`config.mk`:
```
export PLATFORM = sky130hd
export DESIGN_NAME = linear_dac_flat
export DESIGN_NICKNAME = d
export VERILOG_FILES = /design/src/rtl/linear_dac_pkg.sv /design/src/rtl/axi4_stream_if.sv /design/src/rtl/linear_dac_sts.sv /design/src/rtl/linear_dac.sv /design/src/flat_wrapper.sv
export SDC_FILE = /design/constraint.sdc
export NUM_CORES = 1
export LEC_CHECK = 0
export ABC_AREA = 1
export CAP_MARGIN = 20
export CORE_ASPECT_RATIO = 0.9
export CORE_MARGIN = 5
export CORE_UTILIZATION = 35
export CTS_CLUSTER_SIZE = 12
export DETAILED_ROUTE_END_ITERATION = 10
export HOLD_SLACK_MARGIN = 0.08
export PLACE_DENSITY = 0.49
export SKIP_CTS_REPAIR_TIMING = 1
export SYNTH_ARGS = -nofsm -noshare
export SYNTH_HDL_FRONTEND = slang
export SYNTH_HIERARCHICAL = 1
export SYNTH_SLANG_ARGS = --single-unit
```
`constraint.sdc`:
```
create_clock -name ACLK -period 8.15 [get_ports ACLK]
set_clock_uncertainty 0.15 [all_clocks]
set_input_delay 1.63 -clock ACLK [delete_from_list [all_inputs] [get_ports ACLK]]
set_output_delay 1.63 -clock ACLK [all_outputs]
set_load 0.005 [all_outputs]
```
`src/rtl/linear_dac_pkg.sv`:
```
// Shared helpers for the linear_dac generator-path calibration stage:
// lane saturation and the Q2.(DWM-2) unity-gain constant.
package linear_dac_pkg;

    localparam int SAT_W = 64;
    typedef logic signed [SAT_W-1:0] wide_t;

    // Unity gain in Q2.(dwm-2) format.
    function automatic int q_one(input int dwm);
        return 1 << (dwm - 2);
    endfunction

    // Clamp a wide signed value into the signed range of a w-bit word.
    function automatic wide_t sat(input wide_t v, input int w);
        wide_t mx;
        wide_t mn;
        mx = (wide_t'(1) <<< (w - 1)) - wide_t'(1);
        mn = -(wide_t'(1) <<< (w - 1));
        if (v > mx) return mx;
        if (v < mn) return mn;
        return v;
    endfunction

endpackage

```
`src/rtl/axi4_stream_if.sv`:
```
// Minimal AXI4-stream bundle carrying its own clock and active-low reset.
interface axi4_stream_if #(
    parameter int DN = 1,
    parameter int DW = 14
) (
    input logic ACLK,
    input logic ARESETn
);
    logic [DN-1:0][DW-1:0] TDATA;
    logic [DN-1:0]         TKEEP;
    logic                  TLAST;
    logic                  TVALID;
    logic                  TREADY;

    modport s (input ACLK, ARESETn, TREADY, output TDATA, TKEEP, TLAST, TVALID);
    modport d (input ACLK, ARESETn, TDATA, TKEEP, TLAST, TVALID, output TREADY);
endinterface

```
`src/rtl/linear_dac_sts.sv`:
```
// Saturation status: sticky flag plus a counter that holds at all-ones.
// An event in the same cycle as a clear wins and restarts the count at 1.
module linear_dac_sts #(
    parameter int DWC = 32
) (
    input  logic           i_clk,
    input  logic           i_rst_n,
    input  logic           i_clr,
    input  logic           i_evt,
    output logic           o_ovf,
    output logic [DWC-1:0] o_cnt
);
    logic           r_ovf;
    logic [DWC-1:0] r_cnt;

    always_ff @(posedge i_clk or negedge i_rst_n) begin
        if (!i_rst_n) begin
            r_ovf <= 1'b0;
            r_cnt <= '0;
        end else if (i_evt) begin
            r_ovf <= 1'b1;
            if (i_clr)
                r_cnt <= DWC'(1);
            else if (r_cnt != '1)
                r_cnt <= r_cnt + DWC'(1);
        end else if (i_clr) begin
            r_ovf <= 1'b0;
            r_cnt <= '0;
        end
    end

    assign o_ovf = r_ovf;
    assign o_cnt = r_cnt;

endmodule

```
`src/rtl/linear_dac.sv`:
```
// Generator-path calibration: subtract offset, apply Q2 gain, floor-shift and
// saturate, as a three-stage AXI4-stream pipeline with full backpressure.
module linear_dac
    import linear_dac_pkg::*;
#(
    parameter int  DN  = 1,
    parameter type DTI = logic signed [14-1:0],
    parameter type DTO = logic signed [14-1:0],
    parameter int  DWI = $bits(DTI),
    parameter int  DWO = $bits(DTO),
    parameter int  DWM = 16,
    parameter int  DWS = DWI,
    parameter int  DWC = 32
) (
    axi4_stream_if.d              sti,
    axi4_stream_if.s              sto,
    input  logic signed [DWM-1:0] cfg_mul,
    input  logic signed [DWS-1:0] cfg_sum,
    input  logic                  cfg_clr,
    output logic                  sts_ovf,
    output logic [DWC-1:0]        sts_cnt
);
    localparam int DD = DWI + 1;
    localparam int DP = DD + DWM;

    logic w_clk;
    logic w_rst_n;
    assign w_clk   = sti.ACLK;
    assign w_rst_n = sti.ARESETn;

    logic                   r_s1_vld, r_s2_vld, r_s3_vld;
    logic [DN-1:0]          r_s1_keep, r_s2_keep, r_s3_keep;
    logic                   r_s1_last, r_s2_last, r_s3_last;
    logic [DN-1:0][DD-1:0]  r_s1_d;
    logic [DN-1:0][DP-1:0]  r_s2_p;
    logic [DN-1:0][DWO-1:0] r_s3_q;

    logic [DN-1:0][DWI-1:0] w_x;
    logic [DN-1:0][DD-1:0]  w_d;
    logic [DN-1:0][DP-1:0]  w_p;
    logic [DN-1:0][DWO-1:0] w_q;
    logic [DN-1:0]          w_hit;
    logic                   w_s1_rdy, w_s2_rdy, w_s3_rdy, w_evt;

    assign w_x = sti.TDATA;

    // A stage accepts when it is empty or its content moves on this cycle.
    assign w_s3_rdy   = sto.TREADY | ~r_s3_vld;
    assign w_s2_rdy   = w_s3_rdy   | ~r_s2_vld;
    assign w_s1_rdy   = w_s2_rdy   | ~r_s1_vld;
    assign sti.TREADY = w_s1_rdy;

    for (genvar g = 0; g < DN; g++) begin : g_lane
        logic signed [DWI-1:0] w_xl;
        logic signed [DD-1:0]  w_dl;
        logic signed [DP-1:0]  w_pl;
        logic signed [DP-1:0]  w_s;
        wide_t                 w_sv;

        assign w_xl     = w_x[g];
        assign w_d[g]   = DD'(w_xl) - DD'(cfg_sum);
        assign w_dl     = r_s1_d[g];
        assign w_p[g]   = DP'(w_dl) * DP'(cfg_mul);
        assign w_pl     = r_s2_p[g];
        assign w_s      = w_pl >>> (DWM - 2);
        assign w_sv     = sat(wide_t'(w_s), DWO);
        assign w_q[g]   = w_sv[DWO-1:0];
        // Kept-out lanes still compute but never count as a saturation.
        assign w_hit[g] = (w_sv != wide_t'(w_s)) & r_s2_keep[g];
    end

    assign w_evt = r_s2_vld & w_s3_rdy & (|w_hit);

    always_ff @(posedge w_clk or negedge w_rst_n) begin
        if (!w_rst_n) begin
            r_s1_vld  <= 1'b0;
            r_s2_vld  <= 1'b0;
            r_s3_vld  <= 1'b0;
            r_s1_keep <= '0;
            r_s2_keep <= '0;
            r_s3_keep <= '0;
            r_s1_last <= 1'b0;
            r_s2_last <= 1'b0;
            r_s3_last <= 1'b0;
            r_s1_d    <= '0;
            r_s2_p    <= '0;
            r_s3_q    <= '0;
        end else begin
            if (w_s1_rdy) r_s1_vld <= sti.TVALID;
            if (sti.TVALID & w_s1_rdy) begin
                r_s1_d    <= w_d;
                r_s1_keep <= sti.TKEEP;
                r_s1_last <= sti.TLAST;
            end
            if (w_s2_rdy) r_s2_vld <= r_s1_vld;
            if (r_s1_vld & w_s2_rdy) begin
                r_s2_p    <= w_p;
                r_s2_keep <= r_s1_keep;
                r_s2_last <= r_s1_last;
            end
            if (w_s3_rdy) r_s3_vld <= r_s2_vld;
            if (r_s2_vld & w_s3_rdy) begin
                r_s3_q    <= w_q;
                r_s3_keep <= r_s2_keep;
                r_s3_last <= r_s2_last;
            end
        end
    end

    assign sto.TVALID = r_s3_vld;
    assign sto.TDATA  = r_s3_q;
    assign sto.TKEEP  = r_s3_keep;
    assign sto.TLAST  = r_s3_last;

    linear_dac_sts #(.DWC(DWC)) u_sts (
        .i_clk   (w_clk),
        .i_rst_n (w_rst_n),
        .i_clr   (cfg_clr),
        .i_evt   (w_evt),
        .o_ovf   (sts_ovf),
        .o_cnt   (sts_cnt)
    );

endmodule

```
`src/flat_wrapper.sv`:
```
// flat-port wrapper written by rule: the top's interface ports become plain ports
module linear_dac_flat import linear_dac_pkg::*;
#(
    parameter int  DN  = 1,
    parameter type DTI = logic signed [14-1:0],
    parameter type DTO = logic signed [14-1:0],
    parameter int  DWI = $bits(DTI),
    parameter int  DWO = $bits(DTO),
    parameter int  DWM = 16,
    parameter int  DWS = DWI,
    parameter int  DWC = 32
)
  (cfg_mul, cfg_sum, cfg_clr, sts_ovf, sts_cnt, ACLK, ARESETn, sti_TDATA, sti_TKEEP, sti_TLAST, sti_TVALID, sti_TREADY, sto_TREADY, sto_TDATA, sto_TKEEP, sto_TLAST, sto_TVALID);
  axi4_stream_if #(.DN(DN), .DW(14)) sti_i (.ACLK(ACLK), .ARESETn(ARESETn));
  axi4_stream_if #(.DN(DN), .DW(14)) sto_i (.ACLK(ACLK), .ARESETn(ARESETn));
  input  logic signed [DWM-1:0] cfg_mul;
  input  logic signed [DWS-1:0] cfg_sum;
  input  logic cfg_clr;
  output logic sts_ovf;
  output logic [DWC-1:0] sts_cnt;
  input wire logic ACLK;
  input wire logic ARESETn;
  input wire logic [$bits(sti_i.TDATA)-1:0] sti_TDATA;
  input wire logic [$bits(sti_i.TKEEP)-1:0] sti_TKEEP;
  input wire logic [$bits(sti_i.TLAST)-1:0] sti_TLAST;
  input wire logic [$bits(sti_i.TVALID)-1:0] sti_TVALID;
  output wire logic [$bits(sti_i.TREADY)-1:0] sti_TREADY;
  input wire logic [$bits(sto_i.TREADY)-1:0] sto_TREADY;
  output wire logic [$bits(sto_i.TDATA)-1:0] sto_TDATA;
  output wire logic [$bits(sto_i.TKEEP)-1:0] sto_TKEEP;
  output wire logic [$bits(sto_i.TLAST)-1:0] sto_TLAST;
  output wire logic [$bits(sto_i.TVALID)-1:0] sto_TVALID;
  assign sti_i.TDATA = sti_TDATA;
  assign sti_i.TKEEP = sti_TKEEP;
  assign sti_i.TLAST = sti_TLAST;
  assign sti_i.TVALID = sti_TVALID;
  assign sti_TREADY = sti_i.TREADY;
  assign sto_i.TREADY = sto_TREADY;
  assign sto_TDATA = sto_i.TDATA;
  assign sto_TKEEP = sto_i.TKEEP;
  assign sto_TLAST = sto_i.TLAST;
  assign sto_TVALID = sto_i.TVALID;
  linear_dac #(.DN(DN), .DTI(DTI), .DTO(DTO), .DWI(DWI), .DWO(DWO), .DWM(DWM), .DWS(DWS), .DWC(DWC)) u_core (.sti(sti_i), .sto(sto_i), .cfg_mul(cfg_mul), .cfg_sum(cfg_sum), .cfg_clr(cfg_clr), .sts_ovf(sts_ovf), .sts_cnt(sts_cnt));
endmodule
```
==> flow_metrics.py <==
metrics = {
    "logic_synthesis": {
        "async_reset_ff_share_pct": 100,
        "ys_warn_count": 6,
        "syn_avg_cell_area_um2": 7.29,
        "ys.flop_type": "dfrtp_1",
        "synth_fp_nets": 2443,
        "ys_ff_latch": 88,
        "ys_seq_area_share_pct": 14.6,
        "synth_area_um2": 15000,
        "synth-edff-count": 0,
        "syn_inst": 2061,
        "synth_cell_types": 43,
    },
    "floorplanning": {
        "dieArea_um2": 47200,
        "core-area_um2": 42700,
        "ios": 102,
        "num_rows": 72,
        "start_util_pct": 35.2,
        "die_w_um": 228,
        "dieHeight_um": 207,
    },
    "critical_path": {
        "startpoint_type": "input port",
        "cp_max_fo": 10,
        "r2r_setup_slack_ns": 1.39,
        "r2r_start": "u_core/g_lane[0].w_dl[4]$_DFFE_PN0P_",
        "crit_type": "in2reg",
        "r2r_cells": 20,
        "endpoint_kind": "flip-flop",
        "cp.required_ns": 8.23,
        "reg2reg_to": "u_core/g_lane[0].w_pl[27]$_DFFE_PN0P_",
        "cp_data_arrival_time_ns": 7.59,
    },
    "sta": {
        "setup-violations-final": 0,
        "worst_pin_slew_ns": 1.09,
        "period_share_pct": 92.2,
        "slew_violations": 0,
        "rsz0062_at_grt": "no",
        "worst_slack_ns": 0.638,
        "period_minus_slack_ns": 7.51,
        "hold_viol": 0,
        "fin_tns_setup_ns": 0,
        "relSlewSlack_pct": 27.4,
        "fmaxAchievable_mhz": 133,
    },
    "route": {
        "dr.pass1.iters": 5,
        "via_per_inst": 4.66,
        "wl_per_cell_um": 15.3,
        "routed_wl_um": 41400,
        "ant_nets": 0,
        "drc_errors": 0,
        "vias": 12579,
        "drt_iter0_drc": 694,
    },
    "global_routing": {
        "grt-ovfl-total": 0,
        "grt_usage_pct": 18.2,
        "grt_pass1_wl_um": 69700,
        "grt_pass1_vias": 13260,
        "antenna_found_initial": 0,
        "grt_max_degree": 68,
    },
    "place": {
        "dp_hpwl_um": 33700,
        "gp_congestion": 0.870,
        "dp_slack_ns": 0.0107,
        "placedCellCount": 2685,
        "port_buffers": 101,
    },
    "cells_and_area": {
        "final_cell_mix": "588 x nand2_1, 524 x inv_1, 235 x fa_1",
        "nets": 2523,
        "fin_cells": 2701,
        "final_common_cell": "nand2_1",
        "antenna-diode-count": 0,
        "drive_above_1_share_pct": 4.71,
        "syn_to_final_growth_pct": 13.0,
    },
    "clock_tree": {
        "cts_num_sinks": 88,
        "clkTransAtPathRegs_ns": 0.06,
        "clockBufferDepth": 2,
        "htreeDepth": 3,
        "cts_tree": "yes",
        "clock_latency_ns": 0.35,
        "cts_buffers": 9,
        "cts-root-buf": "clkbuf_16",
    },
    "min_path": {
        "holdPathStages": 2,
        "hp-start": "u_core/u_sts/o_ovf$_DFFE_PN0P_",
        "hp-class": "reg2reg",
        "holdPathEnd": "u_core/u_sts/o_ovf$_DFFE_PN0P_",
    },
    "job": {
        "max_cap_violations": 0,
    },
    "status": {
        "status": "finished, final reports clean",
    },
}
[worst max-delay path, stage by stage]
cell,delay [ns]
clkdlybuf4s50_1,0.75
buf_4,0.23
nand2_1,0.07
fa_1,0.52
inv_1,0.05
fa_1,0.49
inv_1,0.05
fa_1,0.54
inv_1,0.06
fa_1,0.54
inv_1,0.06
fa_1,0.50
fa_1,0.54
inv_1,0.04
ha_1,0.39
nand2_1,0.12
nor2_1,0.19
nand2_1,0.11
nor4_1,0.19
nand2_1,0.17
nand2_1,0.09
nand2_1,0.05
nand3_1,0.12
nand2_1,0.08
[worst max-delay path by stage]
stage                                                  endpoint   startpoint  cells past startpoint
after floorplan           u_core/g_lane[0].w_pl[30]$_DFFE_PN0P_  cfg_mul[15]                     24
after global placement    u_core/g_lane[0].w_pl[27]$_DFFE_PN0P_  cfg_mul[15]                     24
after detailed placement  u_core/g_lane[0].w_pl[27]$_DFFE_PN0P_  cfg_mul[15]                     24
after CTS                 u_core/g_lane[0].w_pl[27]$_DFFE_PN0P_  cfg_mul[15]                     24
after global routing      u_core/g_lane[0].w_pl[28]$_DFFE_PN0P_  cfg_mul[13]                     24
final                     u_core/g_lane[0].w_pl[27]$_DFFE_PN0P_  cfg_mul[14]                     24
[layer usage]
layer,track usage (%),vias to the layer above,wire [µm]
met5,0,-,0
met4,3.13,0,619
met3,2.11,35,1480
met2,31.4,238,19600
met1,25.4,6105,19700
li1,-,6201,-
[cell usage after synthesis, types with 7 or more instances]
| cell | n | share of area [%] |
|---|---|---|
| nor2_1 | 119 | 3.0 |
| ha_1 | 96 | 8.0 |
| clkbuf_1 | 49 | 1.2 |
| fa_1 | 235 | 31 |
| a21oi_1 | 64 | 2.1 |
| nand3b_1 | 8 | 0.40 |
| dfrtp_1 | 88 | 15 |
| o21ai_2 | 9 | 0.52 |
| o21ai_1 | 17 | 0.57 |
| o21ai_0 | 42 | 1.4 |
| nor3_1 | 7 | 0.23 |
| inv_2 | 12 | 0.30 |
| xnor2_1 | 11 | 0.64 |
| xor2_1 | 11 | 0.64 |
| nand2_1 | 588 | 15 |
| nand4_1 | 26 | 1.1 |
| nand2_2 | 14 | 0.58 |
| buf_2 | 8 | 0.27 |
| inv_1 | 524 | 13 |
| nand3_1 | 79 | 2.6 |
[cell type report]
| class | count | area (µm²) |
|---|---|---|
| sequential | 88 | 2200 |
| clock inverter | 5 | 41.3 |
| multi-input combinational | 1372 | 10500 |
| clock buffer | 11 | 243 |
| tap | 555 | 694 |
| timing repair buffer | 132 | 1240 |
| fill | 4526 | 25700 |
| inverter | 538 | 2020 |
[state kept, by name (all words and copies together) (netlist names)]
signal / flops
u_core/g_lane.w_dl: 15
u_core/g_lane.w_pl: 17
u_core/r_s1_keep: 1
u_core/r_s1_last: 1
u_core/r_s1_vld: 1
u_core/r_s2_keep: 1
u_core/r_s2_last: 1
u_core/r_s2_vld: 1
u_core/sto.TDATA: 14
u_core/sto.TKEEP: 1
u_core/sto.TLAST: 1
u_core/sto.TVALID: 1
u_core/u_sts/o_cnt: 32
u_core/u_sts/o_ovf: 1
[kinds of logic (layout without fill, tap and decap cells)]
family	count (synthesis)	in the layout	synth area share, %
adders and majority gates	331	331	39.3
buffers and inverters	601	686	15.2
xor gates and xnor gates	22	22	1.28
AOI/OAI and AO/OA	152	152	5.59
DFF	88	88	14.6
and+or+nand+nor	867	867	24.0
[through the flow]
step / hold slack [ns] / util, % / area [µm²]
after floorplan: 0.292 / - / 15000
after global placement: 0.311 / 39.1 / 16700
after detailed placement: 0.317 / 39.1 / 16700
after CTS: 0.328 / 39.8 / 17000
after global routing: 0.366 / 39.8 / 17000
final: 0.325 / 39.8 / 17000
Power is not shown: default switching activity piles up to over one toggle a cycle in this logic, so the estimate is an artifact.
